===== config.mk =====
export PLATFORM = sky130hd
export DESIGN_NAME = decode_queue
export DESIGN_NICKNAME = d
export VERILOG_FILES = /design/src/rtl/decode_queue.sv
export SDC_FILE = /design/constraint.sdc
export NUM_CORES = 1
export LEC_CHECK = 0
export BUFFER_PORTS_ARGS = -buffer_cell sky130_fd_sc_hd__buf_4
export CAP_MARGIN = 20
export CELL_PAD_IN_SITES_DETAIL_PLACEMENT = 1
export CELL_PAD_IN_SITES_GLOBAL_PLACEMENT = 2
export CORE_ASPECT_RATIO = 1.2
export CORE_MARGIN = 2
export CORE_UTILIZATION = 42
export CTS_CLUSTER_SIZE = 20
export DETAILED_ROUTE_END_ITERATION = 10
export PLACE_DENSITY_LB_ADDON = 0.2
export REMOVE_ABC_BUFFERS = 1
export SYNTH_ARGS = -nofsm -noshare
export SYNTH_HDL_FRONTEND = slang
export SYNTH_SLANG_ARGS = --single-unit

===== constraint.sdc =====
create_clock -name clk -period 14.1 [get_ports clk]
set_input_delay 1.41 -clock clk [delete_from_list [all_inputs] [get_ports clk]]
set_output_delay 1.41 -clock clk [all_outputs]
set_load 0.02 [all_outputs]

===== src/rtl/decode_queue.sv =====
// Decode-and-queue stage between fetch and issue: classifies up to IW instructions
// per cycle and buffers them in a DEPTH-entry circular queue popped by issue.
module decode_queue #(
  parameter int unsigned IW    = 2,
  parameter int unsigned DEPTH = 8
) (
  input  logic                      clk,
  input  logic                      rstn,
  input  logic                      flush,
  input  logic [IW-1:0]             in_valid,
  input  logic [32*IW-1:0]          in_pc,
  input  logic [32*IW-1:0]          in_inst,
  output logic                      in_ready,
  output logic [IW-1:0]             out_valid,
  output logic [32*IW-1:0]          out_pc,
  output logic [32*IW-1:0]          out_inst,
  output logic [3*IW-1:0]           out_type,
  output logic [IW-1:0]             out_ine,
  input  logic [$clog2(IW+1)-1:0]   pop_num
);

  localparam int unsigned AW = $clog2(DEPTH);
  localparam int unsigned CW = AW + 1;

  localparam logic [2:0] T_ALU    = 3'd0;
  localparam logic [2:0] T_BR     = 3'd1;
  localparam logic [2:0] T_DIV    = 3'd2;
  localparam logic [2:0] T_PRIV   = 3'd3;
  localparam logic [2:0] T_MUL    = 3'd4;
  localparam logic [2:0] T_DCACHE = 3'd5;
  localparam logic [2:0] T_LLSC   = 3'd6;

  // Returns {ine, type}; unrecognised encodings report priv with ine set.
  function automatic logic [3:0] decode_inst(input logic [31:0] inst);
    logic [5:0]  op;
    logic [3:0]  f4;
    logic [6:0]  f7;
    logic [10:0] f11;
    logic [2:0]  ty;
    logic        ok;
    op  = inst[31:26];
    f4  = inst[25:22];
    f7  = inst[21:15];
    f11 = inst[25:15];
    ty  = T_PRIV;
    ok  = 1'b1;
    if (op == 6'b000000) begin
      if (f4 == 4'b0000 && (f7 inside {7'h20, 7'h22, 7'h24, 7'h25, 7'h28, 7'h29,
                                       7'h2A, 7'h2B, 7'h2E, 7'h2F, 7'h30}))
        ty = T_ALU;
      else if (f4 == 4'b0001 && inst[21:20] == 2'b00 && inst[17:15] == 3'b001 &&
               inst[19:18] != 2'b11)
        ty = T_ALU;
      else if (f4 inside {4'b1000, 4'b1001, 4'b1010, 4'b1101, 4'b1110, 4'b1111})
        ty = T_ALU;
      else if (f11 >= 11'h038 && f11 <= 11'h03A)
        ty = T_MUL;
      else if (f11 >= 11'h040 && f11 <= 11'h043)
        ty = T_DIV;
      else if (f11 == 11'h054 || f11 == 11'h056)
        ty = T_PRIV;
      else
        ok = 1'b0;
    end else if (op == 6'b000001) begin
      if (inst[25:24] == 2'b00 || f4 == 4'b1000 || inst == 32'h0648_3800 ||
          inst[31:15] == 17'h00C91)
        ty = T_PRIV;
      else
        ok = 1'b0;
    end else if (op == 6'b000101 || op == 6'b000111) begin
      if (!inst[25]) ty = T_ALU;
      else           ok = 1'b0;
    end else if (op == 6'b001000) begin
      if (!inst[25]) ty = T_LLSC;
      else           ok = 1'b0;
    end else if (op == 6'b001010) begin
      if (f4 inside {4'b0000, 4'b0001, 4'b0010, 4'b0100, 4'b0101, 4'b0110,
                     4'b1000, 4'b1001, 4'b1011})
        ty = T_DCACHE;
      else
        ok = 1'b0;
    end else if (op == 6'b001110) begin
      if (inst[31:15] == 17'h070E5) ty = T_PRIV;
      else                          ok = 1'b0;
    end else if (op == 6'b010100 || (op >= 6'b010110 && op <= 6'b011011)) begin
      ty = T_BR;
    end else begin
      ok = 1'b0;
    end
    return {~ok, ok ? ty : T_PRIV};
  endfunction

  logic [31:0]   pc_mem   [DEPTH];
  logic [31:0]   inst_mem [DEPTH];
  logic [2:0]    type_mem [DEPTH];
  logic          ine_mem  [DEPTH];

  logic [AW-1:0] head_q, head_d;
  logic [AW-1:0] tail_q, tail_d;
  logic [CW-1:0] count_q, count_d;

  logic [3:0]    dec [IW];
  logic [CW-1:0] n_push;
  logic          push_fire;

  assign in_ready  = (count_q <= CW'(DEPTH - IW));
  assign push_fire = in_ready & in_valid[0] & ~flush;

  always_comb begin
    n_push = '0;
    for (int unsigned k = 0; k < IW; k++) begin
      dec[k] = decode_inst(in_inst[32*k +: 32]);
      n_push = n_push + CW'(in_valid[k]);
    end
  end

  // Flush drops any concurrent push/pop; occupancy uses the pre-pop count for in_ready.
  always_comb begin
    head_d  = head_q;
    tail_d  = tail_q;
    count_d = count_q;
    if (flush) begin
      head_d  = '0;
      tail_d  = '0;
      count_d = '0;
    end else begin
      if (push_fire) tail_d = tail_q + n_push[AW-1:0];
      head_d  = head_q + AW'(pop_num);
      count_d = count_q + (push_fire ? n_push : '0) - CW'(pop_num);
    end
  end

  always_ff @(posedge clk) begin
    if (!rstn) begin
      head_q  <= '0;
      tail_q  <= '0;
      count_q <= '0;
    end else begin
      head_q  <= head_d;
      tail_q  <= tail_d;
      count_q <= count_d;
    end
  end

  // Entry storage carries no reset; out_valid gates its visibility.
  always_ff @(posedge clk) begin
    for (int unsigned k = 0; k < IW; k++) begin
      if (push_fire && in_valid[k]) begin
        pc_mem  [tail_q + AW'(k)] <= in_pc  [32*k +: 32];
        inst_mem[tail_q + AW'(k)] <= in_inst[32*k +: 32];
        type_mem[tail_q + AW'(k)] <= dec[k][2:0];
        ine_mem [tail_q + AW'(k)] <= dec[k][3];
      end
    end
  end

  always_comb begin
    out_valid = '0;
    out_pc    = '0;
    out_inst  = '0;
    out_type  = '0;
    out_ine   = '0;
    for (int unsigned k = 0; k < IW; k++) begin
      out_valid[k]         = (count_q > CW'(k));
      out_pc  [32*k +: 32] = pc_mem  [head_q + AW'(k)];
      out_inst[32*k +: 32] = inst_mem[head_q + AW'(k)];
      out_type[3*k +: 3]   = type_mem[head_q + AW'(k)];
      out_ine [k]          = ine_mem [head_q + AW'(k)];
    end
  end

endmodule


==> results of run 1 <==
==> registers in the layout (all words and copies together) (netlist names) <==
| name | count |
|---|---|
| count_q | 4 |
| ine_mem | 8 |
| type_mem | 24 |
| head_q | 3 |
| tail_q | 3 |
| pc_mem | 256 |
| inst_mem | 256 |
==> metrics by stage <==
| stage | setup slack, ns | instances | util | total power [W] | setup TNS [ns] |
|---|---|---|---|---|---|
| 2_1_floorplan | -1.135 | 2654 | - | 0.002361 | -71.56 |
| 3_3_place_gp | 8.858 | 3996 | 0.4587 | 0.002576 | 0 |
| 3_5_place_dp | 8.826 | 3999 | 0.4595 | 0.002595 | 0 |
| 4_1_cts | 8.166 | 4109 | 0.4823 | 0.004075 | 0 |
| 5_1_grt | 8.125 | 4114 | 0.4835 | 0.004179 | 0 |
| 6_report | 8.368 | 4115 | 0.4836 | 0.004056 | 0 |
==> cells by family after synthesis <==
kind of cell	Yosys count	synth area share
muxes	488	0.2576
and+or+nand+nor	1459	0.1735
adders and majority gates	16	0.006948
buffers and inverters	341	0.04044
AOI/OAI and AO/OA	109	0.02069
xor gates and xnor gates	7	0.001850
DFF	554	0.4990
==> layer usage <==
metal,part of all wire,vias to the layer above
li1,-,10650
met1,0.40,13230
met2,0.51,953
met3,0.063,189
met4,0.027,8
met5,0.00052,-
==> path summary, 6_finish.rpt <==
| path | from | end | slack, ns |
|---|---|---|---|
| worst max-delay path | head_q[1] | out_type[3] | 8.37 |
| worst min-delay path | tail_q[2] | tail_q[2] | 0.62 |
| worst max register to register | count_q[3] | pc_mem[0][20] | 9.63 |
| worst min register to register | tail_q[2] | tail_q[2] | 0.62 |
==> critical path: stages (launching register included) <==
cell	delay (ns)
dfxtp_4	1.01
ha_4	0.64
buf_4	0.87
mux4_2	0.61
mux2_2	0.32
buf_4	0.17
==> power by group <==
part,internal (W),total [W],switching [W],leakage [nW]
combinational,0.000301,0.000688,0.000387,8.19
sequential,0.00185,0.00187,0.0000265,5.01
clock,0.000817,0.00149,0.000677,0.869
==> cell usage in the layout, fill, tap and decap left out, types with 9 or more instances in the layout <==
master,n
nand4_1,9
nor2_1,36
a21oi_1,22
clkbuf_16,60
ha_1,11
nand3_1,13
clkbuf_1,20
buf_4,316
mux2_2,198
clkinv_1,12
inv_1,21
mux2i_1,18
mux4_2,272
edfxtp_1,544
clkinv_2,12
o21ai_0,47
nand2_1,1323
==> cell type report <==
class                           count  area share
Clock buffer                       80     0.04184
Sequential cell                   554      0.4392
Inverter                           21    0.002092
Multi-Input combinational cell   2079      0.4103
Antenna cell                        2   0.0001328
Clock inverter                     30    0.005446
Timing Repair Buffer              323     0.06695
Tap cell                         1026     0.03407
==> summary.txt, run 1 <==
GRT
  • First-pass GRT wire length: 178700 um
  • GR Util met2: 0.5243
  • Met1 Track Usage GR: 0.3885
  • Number of global-route vias before repair: 26620
  • GRT Total Usage: 0.2993
  • Most Crowded Layer GR: met2
  • Grt ovf: 0
  • Largest net degree at the start of global routing: 67
  • Met3 Use GR: 0.03790
  • Initial antenna violation count: 5

Cells and area
  • Fin area: 37680 sq um
  • Multi-input gate area: 15460 sq um
  • Layout filler cell count: 8285
  • Register area: 16550 sq um
  • Fraction of layout cells with a size suffix above 1: 0.2928
  • # nets final: 3190
  • Area Growth Syn to Fin: 13.70%

Floorplan
  • Boundary pin count: 274
  • Standard-cell rows: 112
  • Initial Utilization: 0.4253
  • Die height: 311.7 um
  • Core region area: 77910 sq um
  • Die width: 260.4 um
  • Die ar.: 81170 sq um

Worst hold path
  • Type of the worst min-delay path: reg -> reg
  • Worst hold stages: 2

Clocking
  • Post-CTS Resized: 0
  • H-tree depth: 2
  • Total CTS buffers: 60
  • Worst-case clock buffer depth: 3
  • Clock Latency Late Sink: 0.65 ns
  • Clock root cell: clkbuf_16
  • Hold-fix buffers at CTS: 0
  • CTS sink count: 554
  • Reg clk slew, reported paths: 0.06 ns
  • Post-CTS Setup Inserts: 0
  • TritonCTS clock tree: done

STA
  • Headroom to the max-slew limit: 0.2020
  • Period minus WS final: 5.732 ns
  • Final setup fails: 0
  • RSZ-0062 raised after global routing: false
  • Final Hold Viols: 0
  • Tcrit/Tclk final: 0.4065
  • Smallest hold slack: 0.6189 ns
  • Tightest Pin Transition: 1.195 ns
  • Skew final: 0.02930 ns
  • Slew Viols, Final: 0
  • FMAX: 174.5 MHz

Logic synthesis
  • Yosys top cell by area: edfxtp_1
  • List of most frequent post-synthesis cells: nand2_1, edfxtp_1, mux4_2
  • Post-synth EDFFs: 544
  • Seq/Total Area, Yosys: 0.4990
  • Avg Inst Size Synth: 11.14 sq um
  • Synth top area share: 0.4930
  • Top_reg_cell synth: edfxtp_1
  • YS warnings: 0
  • Post-Syn Area: 33140 sq um
  • Synth area leaders: edfxtp_1, mux4_2, nand2_1, mux2_2, clkbuf_1
  • Cells after synthesis: 2974
  • Asr flop ratio synth: 0
  • FF+latch count, synth: 554
  • Most frequent cell after synthesis: nand2_1
  • Number of unique standard cell types used by synthesis: 60

Worst setup path
  • CP arrival: 4.32 ns
  • Setup crit end kind: primary output
  • CP Class: reg -> out
  • WP data required: 12.69 ns
  • CP max FO: 47
  • Critical Path Start Type: register
  • FF-to-FF path depth: 7

Route
  • WL final: 122100 um
  • DRT Pass-1 Iters: 7
  • Routed Antenna Nets: 0
  • Violation count after the first detailed-route iteration: 2338
  • Post-route DRC violation count: 0
  • Avg WL per Cell: 29.67 um
  • Vias: 25030
  • Vias per cell: 6.082

Placement
  • Placed cell area: 35800 sq um
  • DP Wirelength: 73460 um
  • Gpl congestion: 0.8369
  • # port buffers: 273

Pwr
  • Maximum vdd drop: 0.09735 mV
  • Static Leak: 14.07 nW
  • Pwr Density: 107.7 nW/um^2

Outcome
  • Status: finished clean

Job
  • Max cap viols: 0
No activity file was read; power rests on OpenSTA's default activity.
==> run 2: changes to the inputs <==
--- a/config.mk
+++ b/config.mk
@@ -5,13 +5,14 @@
 export SDC_FILE = /design/constraint.sdc
 export NUM_CORES = 1
 export LEC_CHECK = 0
+export ABC_AREA = 1
 export BUFFER_PORTS_ARGS = -buffer_cell sky130_fd_sc_hd__buf_4
 export CAP_MARGIN = 20
 export CELL_PAD_IN_SITES_DETAIL_PLACEMENT = 1
 export CELL_PAD_IN_SITES_GLOBAL_PLACEMENT = 2
 export CORE_ASPECT_RATIO = 1.2
 export CORE_MARGIN = 2
-export CORE_UTILIZATION = 42
+export CORE_UTILIZATION = 33
 export CTS_CLUSTER_SIZE = 20
 export DETAILED_ROUTE_END_ITERATION = 10
 export PLACE_DENSITY_LB_ADDON = 0.2
==> constraint.sdc (replaced) <==
create_clock -name clk -period 4.7 [get_ports clk]
set_input_delay 0.47 -clock clk [delete_from_list [all_inputs] [get_ports clk]]
set_output_delay 0.47 -clock clk [all_outputs]
set_load 0.02 [all_outputs]
==> run 2 against run 1 <==
  * Count of clock-buffer cells in the layout rose by 18
  * Critical path type unchanged
  * Hold slack got worse by 0.45 ns
  * Sequential power rose to 3.0 times the previous value
  * Utilization fell by 10 points
  * Final area rose by 2.2%
  * Critical endpoint is now out_inst[20]
  * Sequential share of layout area fell by 0.96 points
  * First-iteration DRC count fell by 17%
==> summary.txt, run 2 <==
Logic synthesis
  • Most frequent cell after synthesis: o21ai_0
  • Cells after synthesis: 4275
  • FF+latch count, synth: 554
  • List of most frequent post-synthesis cells: o21ai_0, nand2_1, edfxtp_1
  • Post-Syn Area: 33540 sq um
  • Synth area leaders: edfxtp_1, o21ai_0, nand2_1, a21oi_1, nor2_1
  • Number of unique standard cell types used by synthesis: 36
  • Seq/Total Area, Yosys: 0.4930
  • Post-synth EDFFs: 544
  • Top_reg_cell synth: edfxtp_1
  • Asr flop ratio synth: 0
  • Avg Inst Size Synth: 7.846 sq um
  • YS warnings: 0
  • Synth top area share: 0.4870
  • Yosys top cell by area: edfxtp_1

Route
  • Post-route DRC violation count: 0
  • Violation count after the first detailed-route iteration: 1936
  • Routed Antenna Nets: 0
  • Vias: 31030
  • DR WL met2: 67740 um
  • Vias per cell: 5.436
  • Top sig layer: met5
  • Met1 wire length: 56160 um
  • Avg WL per Cell: 23.43 um
  • Met3 routed WL: 6201 um
  • DRT Pass-1 Iters: 5
  • WL final: 133800 um

Placement
  • DP Worst Slack: 1.218 ns
  • Gpl congestion: 0.8104
  • # port buffers: 273
  • Placed cell count: 5585
  • DP Wirelength: 75610 um

Clocking
  • Reg clk slew, reported paths: 0.06 ns
  • Post-CTS Setup Inserts: 0
  • TritonCTS clock tree: done
  • Clock Latency Late Sink: 0.62 ns
  • Total CTS buffers: 70
  • Worst-case clock buffer depth: 3
  • Post-CTS Resized: 0
  • Clock root cell: clkbuf_16
  • CTS sink count: 554
  • Hold-fix buffers at CTS: 0
  • H-tree depth: 3

STA
  • FMAX: 247.1 MHz
  • Headroom to the max-slew limit: 0.02566
  • Final Worst Setup Slack: 0.6525 ns
  • Slew Viols, Final: 0
  • Tcrit/Tclk final: 0.8612
  • Period minus WS final: 4.048 ns
  • Tightest Pin Transition: 1.462 ns
  • RSZ-0062 raised after global routing: false
  • Skew final: 0.02046 ns
  • Final setup fails: 0
  • Final Hold Viols: 0

Cells and area
  • Fin util: 0.3806
  • Most frequent cells in the layout: o21ai_0, nand2_1, edfxtp_1
  • Layout Cells excl Fill: 5709
  • Most common cell after layout, fill and taps aside: o21ai_0
  • # nets final: 4443
  • Largest registers: inst_mem: 256 flops, pc_mem: 256 flops, type_mem: 24 flops
  • Layout filler cell count: 12110
  • Fraction of layout cells with a size suffix above 1: 0.1032
  • Area Growth Syn to Fin: 14.84%

Floorplan
  • Core region area: 101200 sq um
  • Die height: 353.3 um
  • Standard-cell rows: 128
  • Boundary pin count: 274
  • Initial Utilization: 0.3314
  • Die ar.: 104200 sq um
  • Die width: 295.0 um

GRT
  • Number of global-route vias before repair: 31750
  • Initial antenna violation count: 10
  • Grt ovf: 0
  • GRT Total Usage: 0.2537
  • First-pass GRT wire length: 198800 um
  • Largest net degree at the start of global routing: 234

Worst setup path
  • CP arrival: 3.58 ns
  • Setup crit end kind: primary output
  • Critical Path Start Type: register
  • CP max FO: 215
  • WP data required: 4.23 ns
  • CP Class: reg -> out

Worst hold path
  • Type of the worst min-delay path: in -> reg

Pwr
  • Maximum vdd drop: 0.2146 mV
  • Overall power: 0.01311 W
  • Static Leak: 14.95 nW
  • Pwr Density: 340.3 nW/um^2

Job
  • Max cap viols: 0

Outcome
  • Status: finished clean
-- run 2: cell families after synthesis --
group	Yosys count	share of synthesized area
AO/OA/AOI/OAI	1635	0.2548
AND/OR/NAND/NOR	1335	0.1547
buffers and inverters	731	0.08960
flip-flops	554	0.4930
adder cells (fa/ha/maj)	16	0.006863
XOR/XNOR	4	0.001045
-- run 2: worst max-delay path: stages (launching register included) --
cell     delay, ns
dfxtp_4       0.43
buf_12        0.51
buf_4         0.74
o21ai_0       0.19
o21ai_0       0.19
a21oi_1       0.06
a31oi_1       0.44
buf_4         0.24
-- run 2: per-layer routing --
layer | vias up | track usage
li1 | 14720 | -
met2 | 652 | 0.4551
met5 | - | 0
met4 | 16 | 0.07736
met3 | 192 | 0.03971
met1 | 15460 | 0.3102
-- run 2: metrics by stage --
stage               hold slack [ns]  instance area [sq um]  setup TNS, ns
floorplan                    0.5338                  31870       -4623.48
global placement             0.6089                  36380              0
detailed placement           0.6141                  36380              0
CTS                          0.1353                  38520              0
global route                 0.1580                  38520              0
finish                       0.1676                  38520              0
-- run 2: cell type report --
class / instances / area [sq um] / area share
Clock buffer: 98 / 1961 / 0.05090
Antenna cell: 2 / 5.005 / 0.0001299
Timing Repair Buffer: 322 / 2618 / 0.06795
Multi-Input combinational cell: 2990 / 14160 / 0.3675
Inverter: 354 / 1349 / 0.03501
Tap cell: 1365 / 1708 / 0.04434
Clock inverter: 24 / 178.9 / 0.004645
Sequential cell: 554 / 16550 / 0.4296
-- run 2: where the power goes --
group	switching (W)	leakage [nW]	total (W)	internal (W)
combinational	0.00156	8.89	0.00231	0.000747
sequential	0.0000315	5.01	0.00556	0.00553
clock	0.00219	1.05	0.00524	0.00306
total	0.00378	14.9	0.0131	0.00933
-- run 2: path summary, 6_finish.rpt --
kind	cells past startpoint	to	slack [ns]	startpoint
worst max-delay path	7	out_inst[20]	0.65	head_q[0]
worst min-delay path	3	inst_mem[0][1]	0.17	in_inst[1]
worst max register to register	5	inst_mem[2][29]	1.32	tail_q[0]
worst min register to register	2	tail_q[1]	0.62	tail_q[1]
